`src/rtl/pc_seq_pkg.sv`:
```
// pc_seq_pkg: shared types, widths, opcodes and default jump-target table for pc_sequencer
package pc_seq_pkg;

    localparam int PC_W_DEF   = 10;
    localparam int JPTR_W_DEF = 5;

    typedef enum logic [1:0] {IDLE, RUN, DONE} seq_state_t;

    localparam logic [2:0] OP_JMP = 3'b100;
    localparam logic [2:0] OP_BLT = 3'b101;
    localparam logic [2:0] OP_BEQ = 3'b110;

    // Entry i holds (i*37 + 9) mod 1024, so entry 3 is 120 and entry 0 is 9
    localparam logic [PC_W_DEF-1:0] JMP_LUT_INIT [2**JPTR_W_DEF] = '{
        10'd9,   10'd46,  10'd83,  10'd120, 10'd157, 10'd194, 10'd231, 10'd268,
        10'd305, 10'd342, 10'd379, 10'd416, 10'd453, 10'd490, 10'd527, 10'd564,
        10'd601, 10'd638, 10'd675, 10'd712, 10'd749, 10'd786, 10'd823, 10'd860,
        10'd897, 10'd934, 10'd971, 10'd1008, 10'd21, 10'd58,  10'd95,  10'd132
    };

endpackage

```
`src/rtl/pc_sequencer_jump_lut.sv`:
```
// jump_lut: jump-target table, combinational read; writable when PC_SEQ_LUT_WR_EN is defined
module jump_lut
    import pc_seq_pkg::*;
#(
    parameter int PC_W   = PC_W_DEF,
    parameter int JPTR_W = JPTR_W_DEF
) (
`ifdef PC_SEQ_LUT_WR_EN
    input  logic              i_clk,
    input  logic              i_we,
    input  logic [JPTR_W-1:0] i_waddr,
    input  logic [PC_W-1:0]   i_wdata,
`endif
    input  logic [JPTR_W-1:0] i_raddr,
    output logic [PC_W-1:0]   o_rdata
);

`ifdef PC_SEQ_LUT_WR_EN
    logic [PC_W-1:0] r_mem [2**JPTR_W];

    // Synchronous write; a same-cycle read of the same entry still sees the old value
    always_ff @(posedge i_clk) begin
        if (i_we) r_mem[i_waddr] <= i_wdata;
    end

    assign o_rdata = r_mem[i_raddr];
`else
    assign o_rdata = JMP_LUT_INIT[i_raddr];
`endif

endmodule

```
`src/rtl/pc_sequencer.sv`:
```
// pc_sequencer: program counter, branch flag and IDLE/RUN/DONE control; PC_SEQ_LUT_WR_EN adds LUT write ports
module pc_sequencer
    import pc_seq_pkg::*;
#(
    parameter int PC_W   = PC_W_DEF,
    parameter int JPTR_W = JPTR_W_DEF
) (
    input  logic              i_clk,
    input  logic              i_reset_n,
    input  logic              i_start,
    input  logic              i_stall,
    input  logic              i_jmp,
    input  logic              i_jcond,
    input  logic [JPTR_W-1:0] i_jptr,
    input  logic              i_cmp_vld,
    input  logic              i_cmp_true,
    input  logic              i_halt,
`ifdef PC_SEQ_LUT_WR_EN
    input  logic              i_lut_we,
    input  logic [JPTR_W-1:0] i_lut_addr,
    input  logic [PC_W-1:0]   i_lut_data,
`endif
    output logic [PC_W-1:0]   o_prog_ctr,
    output logic              o_busy,
    output logic              o_done,
    output logic              o_flag
);

    seq_state_t      r_state;
    seq_state_t      w_state_nxt;
    logic [PC_W-1:0] r_pc;
    logic [PC_W-1:0] w_lut_q;
    logic            r_flag;
    logic            w_active;
    logic            w_taken;
    logic            w_end;

    jump_lut #(.PC_W(PC_W), .JPTR_W(JPTR_W)) u_lut (
`ifdef PC_SEQ_LUT_WR_EN
        .i_clk   (i_clk),
        .i_we    (i_lut_we && r_state == IDLE),
        .i_waddr (i_lut_addr),
        .i_wdata (i_lut_data),
`endif
        .i_raddr (i_jptr),
        .o_rdata (w_lut_q)
    );

    assign w_active = (r_state == RUN) && !i_stall;
    assign w_taken  = i_jmp && (!i_jcond || r_flag);
    // Program ends on halt, or when the PC would have to step past all-ones
    assign w_end    = i_halt || (!w_taken && (&r_pc));

    // State register
    always_ff @(posedge i_clk) begin
        if (!i_reset_n) r_state <= IDLE;
        else            r_state <= w_state_nxt;
    end

    // Next-state logic
    always_comb begin
        w_state_nxt = (r_state == IDLE) ? (i_start ? RUN : IDLE) :
                      (r_state == RUN)  ? ((w_active && w_end) ? DONE : RUN) :
                      (r_state == DONE) ? (i_start ? DONE : IDLE) : IDLE;
    end

    // Status outputs decoded from the registered state only
    always_comb begin
        o_busy = (r_state == RUN);
        o_done = (r_state == DONE);
    end

    // PC and branch flag; halt beats a jump, conditional jumps consume the flag
    always_ff @(posedge i_clk) begin
        if (!i_reset_n) begin
            r_pc   <= '0;
            r_flag <= 1'b0;
        end else if (r_state == IDLE && i_start) begin
            r_pc   <= '0;
            r_flag <= 1'b0;
        end else if (w_active) begin
            if (!w_end) r_pc <= w_taken ? w_lut_q : r_pc + PC_W'(1);
            r_flag <= i_cmp_vld ? i_cmp_true : (i_jmp && i_jcond) ? 1'b0 : r_flag;
        end
    end

    assign o_prog_ctr = r_pc;
    assign o_flag     = r_flag;

endmodule

```
`config.mk`:
```
export PLATFORM = sky130hd
export DESIGN_NAME = pc_sequencer
export DESIGN_NICKNAME = d
export VERILOG_FILES = /design/src/rtl/pc_seq_pkg.sv /design/src/rtl/pc_sequencer_jump_lut.sv /design/src/rtl/pc_sequencer.sv
export SDC_FILE = /design/constraint.sdc
export NUM_CORES = 1
export LEC_CHECK = 0
export CAP_MARGIN = 20
export CORE_UTILIZATION = 25
export DETAILED_ROUTE_END_ITERATION = 8
export PLACE_DENSITY_LB_ADDON = 0.08
export SLEW_MARGIN = 5
export SYNTH_ARGS = -nofsm -noshare
export SYNTH_HDL_FRONTEND = slang
export SYNTH_SLANG_ARGS = --single-unit
```
`constraint.sdc`:
```
create_clock -name i_clk -period 2.54 [get_ports i_clk]
set_clock_uncertainty 0.1 [all_clocks]
set_input_delay 0.254 -clock i_clk [delete_from_list [all_inputs] [get_ports i_clk]]
set_output_delay 0.254 -clock i_clk [all_outputs]
set_load 0.05 [all_outputs]
```
# Word level (Yosys, flattened, before mapping)
# Memory sizes are Yosys's and may differ from the RTL's.
# Cells that the tools add are included.
[classes] order_cmp=1 n_reduce_logical=17 n_mux=11 bitwise=3 n_eq_ne=2 n_addsub=1
[ops] operator="10-bit 2-to-1 mux" count=3
[ops] operator="10-bit by 1-bit adder with 10-bit output (second input constant)" count=1
[ops] operator="2-bit 2-to-1 mux" count=5
[ops] operator="10-bit AND reduction" count=1
[ops] operator="6-bit greater-or-equal comparator (second input constant)" count=1
[ops] operator="1-bit logical AND" count=6
[ops] operator="5-bit inverter with 6-bit output" count=1
[ops] operator="2-bit AND reduction" count=2
[ops] operator="1-bit logical NOT" count=3
[ops] operator="1-bit 2-to-1 mux" count=3
[ops] operator="2-bit by 1-bit == test with 1-bit output (second input constant)" count=1
[ops] operator="2-bit == test (second input constant)" count=1
[ops] operator="2-bit logical NOT" count=1
[ops] operator="1-bit logical OR" count=2
[ops] operator="1-bit inverter" count=2
[ops] operator="2-bit nonzero test" count=1
[ops] operator="2-bit OR reduction" count=1
[totals] mem_bits_ro=320 register_bits=13 output_inout_bits=13 in_bits=14 n_memories=1 elab_cells=39
[mem_list] name="(name not given)" depth=32 width=10 read_ports=1 rd_clocked_by_memory_dff=0 write_ports=0 line_no="pc_sequencer_jump_lut.sv:28" text="assign o_rdata = JMP_LUT_INIT[i_raddr];"

# Logic depth before layout (Yosys ltp)
# Gate-level depths: netlist of run 1.
[logic_depth] depth_word=10 mapped_depth=7 mapped_depth_nobuf=7

# Cells and area by module
# A second synthesis of run 1 with hierarchy kept.
[unflattened] hier_cells=170 area_unflattened_um2=1322.5
[modules_own_cells] mod="pc_sequencer" instances=1 area_each_um2=827.0 cells_each=106 seq_area_each_um2=260.2
[modules_own_cells] mod="jump_lut" instances=1 area_each_um2=495.5 cells_each=64 seq_area_each_um2=0.0

# Worst setup path after synthesis of run 1
# OpenSTA, ideal clock, no wires.
[synth_timing] path_type="reg2reg" start="register r_pc[0] (netlist: o_prog_ctr[0])" end="register r_state[0]" t_arrival_ps=2016 setup_slack_ps=309 stages_incl_launch_ff=7 synth_period_minus_slack_ps=2231 n_path_buf=0 setup_ps=115 required_time_ps=2325 path_cell_list="dfxtp_1 ha_1 nand3_1 nor2_2 a31oi_1 or3b_1 nor3b_1"
[synth_via] elab_chain_cells=7
[synth_lines] element="from (decl)" line_no="pc_sequencer.sv:31" text="logic [PC_W-1:0] r_pc;"
[synth_lines] element="from (signal assigned)" line_no="pc_sequencer.sv:82" text="if (!w_end) r_pc <= w_taken ? w_lut_q : r_pc + PC_W'(1);"
[synth_lines] element="10-bit AND reduction" line_no="pc_sequencer.sv:52" text="assign w_end = i_halt || (!w_taken && (&r_pc));"
[synth_lines] element="1-bit logical AND" line_no="pc_sequencer.sv:52"
[synth_lines] element="1-bit logical OR" line_no="pc_sequencer.sv:52"
[synth_lines] element="1-bit logical AND" line_no="pc_sequencer.sv:63" text="(r_state == RUN) ? ((w_active && w_end) ? DONE : RUN) :"
[synth_lines] element="2-bit 2-to-1 mux (2 in a row)" line_no="pc_sequencer.sv:63"
[synth_lines] element="2-bit 2-to-1 mux" line_no="pc_sequencer.sv:62" text="w_state_nxt = (r_state == IDLE) ? (i_start ? RUN : IDLE) :"
[synth_lines] element="to (signal assigned)" line_no="pc_sequencer.sv:57" text="else r_state <= w_state_nxt;"
[synth_lines] element="to (decl)" line_no="pc_sequencer.sv:29" text="seq_state_t r_state;"
# Every way passes these cells.
# A chain may end at the register's enable or synchronous reset.

# Worst setup path after layout of run 1
[layout_timing] start="input i_jptr[0]" end="register r_pc[6] (netlist: o_prog_ctr[6])"
[layout_via] elab_chain_cells=5
[layout_lines] element="from (decl)" line_no="pc_sequencer.sv:14" text="input logic [JPTR_W-1:0] i_jptr,"
[layout_lines] element="5-bit inverter with 6-bit output (not written as such)" line_no="pc_sequencer_jump_lut.sv:28"
[layout_lines] element="memory 32 x 10 bit"
[layout_lines] element="10-bit 2-to-1 mux (not written as such) (2 in a row)" line_no="pc_sequencer_jump_lut.sv:28"
[layout_lines] element="10-bit 2-to-1 mux" line_no="pc_sequencer.sv:82"
# Every way passes these cells. The select of a mux whose other input is x is not followed.

==> results, run 1 <==
- The hold buffer count at cts is 0.
- The via count of the first global-routing pass came to 1226.
- Across the run, the number of max-cap violations was 0.
- After floorplanning, the core was sized to cover 4720 um2.
- In this run the power spent charging and discharging nets is 176 uW.
- The first global-routing pass estimated 6070 um of wire.
- In this run the power density over the cells is 344 nW/um2.
- The flow ran to the end, and the final reports show no timing, DRC or antenna violations.
- The sequential power share is 0.367.
- The aggregate global-route resource usage is 0.148.
- The weighted congestion reported at the end of routability-driven placement is 0.826.
- Of the available clock period, the critical path in the final layout requires 0.855.
- The total setup violations reported at the end of the flow is 0.
- The net count after synthesis is 175.
- The worst setup path is captured at a register.
- For this run, the top clock speed supported by timing is 0.460 GHz.
- Setup slack closes at 0.368 ns.
- The instance count of the mapped netlist is 154.
- The accumulated negative setup slack is 0 ns.
- The width of the die is 72.1 um.
- The worst-case IR drop observed on VDD is 236 uV.
- The kind of critical path is in -> reg.
- The TritonCTS clock tree is yes.
- The max-slew violation count came to 0.
- Clock tree synthesis selected as its root buffer the cell clkbuf_8.
- The layout has 488 filler cells.
- The chip height is 72.1 um.
- The most instantiated flip-flop cell in the synthesis netlist is dfxtp_1.
- The internal portion of the total power is 403 uW.
- The non-filler instance count after layout is 257.
- The initial antenna violation count is 0.
- After detailed routing, the number of remaining DRC violations is 0.
- The number of buffers created by CTS is 3.
- In this run the tool buffered the top-level ports with 26 buffer cells.
- A synthesized cell averages 7.99 um2.
- The nature of the critical path startpoint is an input port.
- The overall die area is 5200 um2.
- The worst path in the final design needs a cycle of 2.17 ns, including I/O delays and setup.
- Post-CTS timing repair inserted 0 buffers for setup.
- The worst slew margin relative to its limit is 0.668.
- Setup repair after global routing left no endpoint under its margin.
- The number of vias per cell is 5.02.
- After synthesis the netlist holds a flip-flop and latch count of 13.
- After detailed routing, the average wire length per cell comes to 13.8 um.
- Of all nets on the critical path, the largest fanout is 5.
- The share of total power dissipated in combinational logic is 0.307.
- Clock tree synthesis found a total of 13 sinks.
- The fraction of layout instances using a drive strength above 1 is 0.147.
- The antenna cell count is 0.
- STA puts the critical path data arrival time at 2.20 ns.
- Counting along the longest clock path gives a buffer depth of 2.
- The post-route total power is 579 uW.
- The synthesis-to-layout area growth is 36.8%.
- The global-route congestion overflow total is 0.
- After synthesis, the share of flip-flops with an asynchronous set or reset is 0.
- The overall routed net length is 3560 um.
- The number of synthesized flops with an enable pin is 0.
- After clock tree synthesis, the clock-pin slew on the worst setup and hold paths is 0.06 ns.
- The share of power burned in the clock network is 0.326.
- The wire-length estimate of the detail-placed layout is 2730 um.
- The H-tree depth is 1.
- The post-synthesis instance area is 1230 um2.
- The worst setup timing slack at the placement stage is 0.104 ns.
- With fillers left out, the area of the finished cells amounts to 1680 um2.
- Of the total power, the share spent switching nets is 0.304.
- The clock latency on the worst-skew pair is 0.24 ns.
- The number of top-level pins is 27.
- The placement-stage cell area is 1640 um2.
- The post-synthesis cell type count is 54.
- Row generation in the floorplan step produced 25 rows.
- The first routing iteration left 58 violations.
- The pin count of the biggest net entering global routing is 19.
- The synthesis warning total is 0.
- Summed over all cells, the static leakage comes to 0.000627 uW.
- The initial utilization of the core area, before any placement, comes to 0.260.
- Before antenna repair, the detailed router went through 4 iterations.
- The share of the Yosys chip area taken by registers is 0.212.
- The hold violation total from the final report is 0.
- For this block, the via count after detailed routing is 1291.
- The worst hold-check path type is reg -> reg.
- For the worst setup path, the data required time is 2.57 ns.
- The number of instances in the placed design is 253.
- The post-route antenna net violation count is 0.
- At the pin with the least slew margin, the transition time is 0.497 ns.
- The number of gates resized after CTS was 0.
- The total number of nets in the final design is 212.
routing by layer:
metal,vias up,global-route usage,share of wire
met1,612,0.217,0.53
li1,649,-,-
met5,-,0,0
met2,28,0.228,0.43
met3,2,0.0292,0.036
met4,0,0.0196,0.0028
Yosys cell counts (2+ instances only):
| cell | count | area, um2 |
|---|---|---|
| nor2b_1 | 2 | 12.5 |
| mux2i_1 | 8 | 80.1 |
| o21a_1 | 5 | 37.5 |
| nor3b_1 | 2 | 15.0 |
| nand3b_1 | 2 | 15.0 |
| nand2_1 | 13 | 48.8 |
| a21oi_1 | 13 | 65.1 |
| or3b_1 | 2 | 17.5 |
| nor3_1 | 2 | 10.0 |
| clkbuf_1 | 2 | 7.51 |
| nand3_1 | 7 | 35.0 |
| xor2_1 | 2 | 17.5 |
| o21ai_1 | 3 | 15.0 |
| o21ai_0 | 7 | 35.0 |
| o22ai_1 | 4 | 25.0 |
| ha_1 | 7 | 87.6 |
| inv_1 | 6 | 22.5 |
| buf_2 | 3 | 15.0 |
| nor2_1 | 13 | 48.8 |
| mux4_2 | 2 | 45.0 |
| and2b_2 | 2 | 17.5 |
| o211ai_1 | 2 | 15.0 |
| dfxtp_1 | 13 | 260 |
| a31oi_1 | 2 | 12.5 |
final timing paths:
kind                       from            end  slack (ns)  depth (start not counted)
setup reg to reg  o_prog_ctr[0]     r_state[0]        0.46                          6
setup / recovery      i_jptr[0]  o_prog_ctr[6]        0.37                          7
hold / removal    o_prog_ctr[5]  o_prog_ctr[5]        0.41                          2
hold reg to reg   o_prog_ctr[5]  o_prog_ctr[5]        0.41                          2
critical path: stages:
cell and delay [ns]:
clkdlybuf4s50_1 0.48, inv_1 0.08, ha_1 0.36, a21o_1 0.19, mux4_2 0.44, a222oi_1 0.34
nor2_1 0.06
final cells by class:
class | instances | area (um2) | area share
clock buffers | 4 | 45.0 | 0.0268
inverters | 7 | 26.3 | 0.0156
multi-input cells | 128 | 917 | 0.545
flip-flops and latches | 13 | 260 | 0.155
well taps | 67 | 83.8 | 0.0498
repair buffers | 38 | 350 | 0.208
power by group through the flow:
stage          registers, uW  clock network [uW]  logic, uW
2_1_floorplan            223                   0        100
3_3_place_gp             217                   0        177
3_5_place_dp             217                   0        178
4_1_cts                  212                 198        179
5_1_grt                  213                 204        195
6_report                 212                 189        178
cells in the final DEF (no fill, tap or decap), drive strengths merged, types with 7 or more instances in the layout:
cell and count:
clkdlybuf4s50 26, nor2 14, a21oi 14, nand2 13, dfxtp 13, buf 12
o21ai 11, mux2i 8, nand3 7, ha 7, inv 7
kinds of logic (layout without fill, tap and decap cells):
logic type      count (synthesis)  in the layout  share of synthesized area
simple gates                   56             56                      0.247
compound gates                 51             51                      0.295
flops                          13             13                      0.212
buf+inv                        13             49                     0.0427
mux                            11             11                      0.111
fa+ha+maj                       7              7                     0.0712
xor+xnor                        3              3                     0.0214
registers in the layout, indices dropped and copies added (netlist names):
name	cells
o_prog_ctr	10
r_state	2
o_flag	1
per-stage QoR:
stage                     utilization  hold slack, ns
final                           0.356           0.409
after CTS                       0.356           0.406
after detailed placement        0.347           0.390
after floorplan                     -           0.312
after global placement          0.347           0.386
after global routing            0.356           0.450
Power figures use the tool's default switching activity.
==> inputs of run 2 (changes only) <==
--- a/config.mk
+++ b/config.mk
@@ -9,7 +9,8 @@
 export CORE_UTILIZATION = 25
 export DETAILED_ROUTE_END_ITERATION = 8
 export PLACE_DENSITY_LB_ADDON = 0.08
-export SLEW_MARGIN = 5
+export REMOVE_ABC_BUFFERS = 1
+export SLEW_MARGIN = 25
 export SYNTH_ARGS = -nofsm -noshare
 export SYNTH_HDL_FRONTEND = slang
 export SYNTH_SLANG_ARGS = --single-unit
==> run 2 against run 1 <==
  * Flip-flop and latch count unchanged
  * Count of clock-buffer cells in the layout down 1
  * Die area unchanged
  * Utilization down 0.13 points
  * Combinational power about the same
  * Critical path type unchanged
==> results, run 2 (synthesized netlist as in run 1, its figures left out) <==
- The H-tree depth is 1.
- In the finished design, the share of the clock period the worst path needs comes to 0.855.
- After detailed routing, the average wire length per cell comes to 14.3 um.
- The core outline area is 4720 um2.
- The hold buffer count at cts is 0.
- For this design the ratio of total power to cell area is 349 nW/um2.
- Routability-driven placement finished with a final weighted congestion of 0.843.
- The global-route congestion overflow total is 0.
- The critical path arrival is 2.20 ns.
- The worst IR drop on VDD is 190 uV.
- The startpoint identified for the worst register-to-register timing path is o_prog_ctr[0].
- The cell family contributing the most delay on the critical path is buffers and inverters.
- The synthesis-to-layout area growth is 36.3%.
- At the end of the flow the core is filled with cells to 0.355.
- The library cell used most frequently in the layout, excluding fill and tap cells, is clkdlybuf4s50_1.
- The number of flip-flops in the largest register is 10.
- The number of buffers created by CTS is 3.
- The initial core utilization is 0.260.
- The overall routed net length is 3660 um.
- At the later pin of the worst-skew pair, clock insertion delay measures 0.25 ns.
- The post-CTS clock slew at the launch and capture registers of the worst setup and hold paths is 0.06 ns.
- The hold violation total from the final report is 0.
- The chip height is 72.1 um.
- The total vias in the final route is 1283.
- The start point of the worst min-delay path is o_prog_ctr[3].
- Traced cell by cell, the critical path runs through clkdlybuf4s50_1, inv_1, ha_1, a21o_1, mux4_2, a222oi_1, nor2_1.
- The buffer and inverter count on the worst path is 2.
- Clock tree synthesis selected as its root buffer the cell clkbuf_8.
- The post-route antenna net violation count is 0.
- The pin slew with the least headroom to its limit is 0.502 ns.
- In this run the static leakage power is 0.000625 uW.
- In the layout the commonest cells are 26 x clkdlybuf4s50_1, 13 x nand2_1, 13 x nor2_1, 13 x a21oi_1, 13 x dfxtp_1.
- The wire length of the first global-routing pass is 5900 um.
- The setup path with the least slack is of type in -> reg.
- The worst hold path belongs to the class reg -> reg.
- The aggregate global-route resource usage is 0.146.
- The number of cell rows is 25.
- Setup repair after global routing left no endpoint under its margin.
- The non-filler instance count after layout is 256.
- The cell with the largest stage delay on the worst path is clkdlybuf4s50_1.
- The worst slew margin relative to its limit is 0.664.
- In this run, placement finished with an instance count of 252.
- The total setup violations reported at the end of the flow is 0.
- The post-detailed-placement half-perimeter wirelength is 2800 um.
- The endpoint kind of the worst setup timing path is a register.
- The most critical setup path has its startpoint at i_jptr[0].
- The floorplan step set the die width to 72.1 um.
- The via count of the first global-routing pass is 1186.
- In this run the worst path has a maximum fanout of 4.
- The number of top-level pins is 27.
- The initial antenna violation count is 0.
- The largest incremental delay on the critical path is 0.48 ns.
- The fraction of layout instances using a drive strength above 1 is 0.148.
- During placement, the flow inserted port buffers numbering 26.
- Data on the critical path is required at its endpoint by 2.57 ns.
- The number of setup buffers added after CTS is 0.
- The repair_antennas step left the layout with diodes totalling 0.
- The routed design could run at a clock period as short as 2.17 ns.
- The nature of the critical path startpoint is an input port.
- The violation count after the first detailed-routing iteration is 62.
- For this run, design rule violations remaining after detail routing come to 0.
- For this run, the top clock speed supported by timing is 0.461 GHz.
- The tool flagged a number of max-cap violations equal to 0.
- The number of vias per cell is 5.01.
- Entering global routing, the biggest net connects 13 pins.
- Before antenna repair, the detailed router went through 4 iterations.
- The TritonCTS clock tree is yes.
- The overall die area is 5200 um2.
- The post-CTS resize count is 0.
- The number of fill cells is 493.
- The clock sink count is 13.
- Adding up every negative setup slack in the final design gives 0 ns.
- The longest clock path from root to sink contains 2 buffers.
- The flow ran to the end, and the final reports show no timing, DRC or antenna violations.
- The max-slew violation count is 0.
- The total number of nets in the final design is 211.
## run 2: cell count changes in the layout (fill, tap and decap cells not counted)
cell | previous run | this run
buf_4 | 12 | 11
clkinv_2 | 0 | 1
clkbuf_1 | 1 | 0
## run 2: final cells by class
class	instances	area, um2	share of cell area
inverter	7	26.3	0.0157
clock inverter	1	5.00	0.00299
tap	67	83.8	0.0500
timing repair buffer	37	343	0.204
multi-input combinational	128	917	0.547
clock buffer	3	41.3	0.0246
sequential	13	260	0.155
## run 2: path summary, 6_finish.rpt
kind | endpoint | slack (ns) | cells after the start
worst max-delay path | o_prog_ctr[6] | 0.37 | 7
worst min-delay path | o_prog_ctr[3] | 0.42 | 2
worst max register to register | r_state[0] | 0.45 | 6
worst min register to register | o_prog_ctr[3] | 0.42 | 2
## run 2: worst min-delay path, stage by stage, from the launching register on
cell     delay, ns
dfxtp_1       0.35
nand2_1       0.07
o22ai_1       0.05
## run 2: power by group
| part | internal [uW] | total, uW | switching (uW) |
|---|---|---|---|
| logic | 83.5 | 178 | 94.5 |
| clock network | 109 | 194 | 85.4 |
| registers | 208 | 212 | 4.72 |
## run 2: per-layer routing
layer	global-route usage	vias up	wire length, um	share of wire
met3	0.0333	2	194	0.053
met2	0.227	36	1620	0.44
met5	0	-	0	0
li1	-	643	-	-
met1	0.212	602	1840	0.50
met4	0.0153	0	9	0.0025
## run 2: per-stage QoR
stage	total power [uW]	worst slack [ns]	hold WS, ns	instance area [um2]
2_1_floorplan	313	0.299	0.312	1200
5_1_grt	614	0.316	0.450	1680
3_3_place_gp	394	0.138	0.406	1630
3_5_place_dp	394	0.117	0.410	1630
6_report	584	0.368	0.419	1680
4_1_cts	589	0.365	0.425	1680
==> variant: new RTL, settings of run 1 <==
The package constant `PC_W_DEF` goes from 10 to 20.
--- a/src/rtl/pc_seq_pkg.sv
+++ b/src/rtl/pc_seq_pkg.sv
@@ -2,5 +2,5 @@
 package pc_seq_pkg;
 
-    localparam int PC_W_DEF   = 10;
+    localparam int PC_W_DEF   = 20;
     localparam int JPTR_W_DEF = 5;
 
Interface: changed (resized o_prog_ctr); port bits go from 27 to 37. The function was not compared with the original's and may differ.
==> variant against run 1 <==
Utilization fell by 1.0 points. Area after synthesis rose by 42%. Worst setup slack improved by 0.021 ns. Register-to-register slack got worse by 0.07 ns. Total power rose by 36%. Design area rose by 39%. Critical endpoint is now o_prog_ctr[10]. Sequential cell count rose by 10. Wire length rose by 55%. Hold slack got worse by 0.020 ns.
==> variant: results (changes against run 1) <==
{
  "wirelength_met1": {"value": 2.81, "unit": "mm", "change": "was 1.88 mm"},
  "max_slew.worst_pin.slew": {"value": 0.509, "unit": "ns", "change": "was 0.497 ns"},
  "routed_wirelength": {"value": 5.50, "unit": "mm", "change": "was 3.56 mm"},
  "portBuffers": {"value": 36, "change": "was 26"},
  "ir_worst_vdd": {"value": 0.195, "unit": "mV", "change": "was 0.236 mV"},
  "pre_cts_slack": {"value": 0.160, "unit": "ns", "change": "was 0.104 ns"},
  "yosysUniqueCellTypes": {"value": 50, "change": "was 54"},
  "critPathMaxStageDelay": {"value": 0.37, "unit": "ns", "change": "was 0.48 ns"},
  "slowest_stage_cell_crit_path": {"value": "dfxtp_1", "change": "was clkdlybuf4s50_1"},
  "place.detailed.instances": {"value": 351, "change": "was 253"},
  "critical-path-top-delay-family": {"value": "compound AO/OA/AOI/OAI gates", "change": "was buffers and inverters"},
  "initial_drt_markers": {"value": 76, "change": "was 58"},
  "layout.cells.non_filler": {"value": 355, "change": "was 257"},
  "pin_count_of_the_biggest_net_entering_global_routing": {"value": 18, "change": "was 19"},
  "register_area_share_after_synthesis": {"value": 26.4, "unit": "%", "change": "was 21.2%"},
  "fillers": {"value": 724, "change": "was 488"},
  "dr_wl_met2": {"value": 2.45, "unit": "mm", "change": "was 1.54 mm"},
  "status": {"value": "finished clean", "change": "unchanged"},
  "power-per-cell-area": {"value": 338, "unit": "nW/um^2", "change": "was 344 nW/um^2"},
  "layout.nets": {"value": 297, "change": "was 212"},
  "placed_cell_area": {"value": 2290, "unit": "um^2", "change": "was 1640 um^2"},
  "synth_common_cells": {"value": "29 x a21oi_1, 26 x nand2_1, 23 x dfxtp_1, 23 x nor2_1, 13 x o21ai_0", "change": "was 13 x a21oi_1, 13 x dfxtp_1, 13 x nand2_1, 13 x nor2_1, 8 x mux2i_1"},
  "largest_register_ffs": {"value": 20, "change": "was 10"},
  "drive_gt1_share": {"value": 13.1, "unit": "%", "change": "was 14.7%"},
  "track_usage": {"value": 15.3, "unit": "%", "change": "was 14.8%"},
  "grt_pass1_vias": {"value": 1735, "change": "was 1,226"},
  "crit_path_max_fanout": {"value": 8, "change": "was 5"},
  "mean_post_synth_cell_area": {"value": 7.61, "unit": "um^2", "change": "was 7.99 um^2"},
  "grt_first_pass_wirelength": {"value": 9.04, "unit": "mm", "change": "was 6.07 mm"},
  "clk_pin_slew": {"value": 0.09, "unit": "ns", "change": "was 0.06 ns"},
  "power.leakage": {"value": 0.775, "unit": "nW", "change": "was 0.627 nW"}
}
==> variant: cell families (layout without fill, tap and decap cells) <==
kind of cell / Yosys count / after routing / share of synthesized area, %
mux: 6 / 6 / 5.10
xor+xnor: 1 / 1 / 0.503
fa+ha+maj: 7 / 7 / 5.02
simple gates: 97 / 97 / 30.8
buf+inv: 18 / 64 / 4.16
compound gates: 77 / 77 / 28.0
flops: 23 / 23 / 26.4
==> variant: path summary, 6_finish.rpt <==
| kind | start | endpoint | slack, ns | cells past startpoint |
|---|---|---|---|---|
| hold / removal | o_flag | o_flag | 0.39 | 2 |
| setup / recovery | o_prog_ctr[0] | o_prog_ctr[10] | 0.39 | 7 |
| setup reg to reg | o_prog_ctr[0] | o_prog_ctr[10] | 0.39 | 7 |
| hold reg to reg | o_flag | o_flag | 0.39 | 2 |
==> variant: tightest hold or removal path: cells and delay by family, from the launching register on <==
kind	cells	cell delay, ns
AO/OA/AOI/OAI	2	0.13
flip-flops	1	0.32
==> variant: report_power, final <==
| group | internal [mW] | switching [mW] | leakage, nW |
|---|---|---|---|
| combinational | 0.0781 | 0.104 | 0.566 |
| sequential | 0.364 | 0.00490 | 0.186 |
| clock | 0.112 | 0.127 | 0.0228 |
| total | 0.554 | 0.236 | 0.775 |
==> variant: area by class of cell <==
class | instances | area share (%)
well taps | 80 | 4.28
repair buffers | 55 | 21.5
flip-flops and latches | 23 | 19.7
clock buffers | 4 | 1.93
inverters | 5 | 0.803
multi-input cells | 188 | 51.8
==> variant: metal layers <==
layer / GRT usage, % / up-vias
met5: 0 / -
met4: 1.36 / 0
met3: 2.69 / 2
met2: 24.7 / 38
met1: 22.2 / 866
li1: - / 953
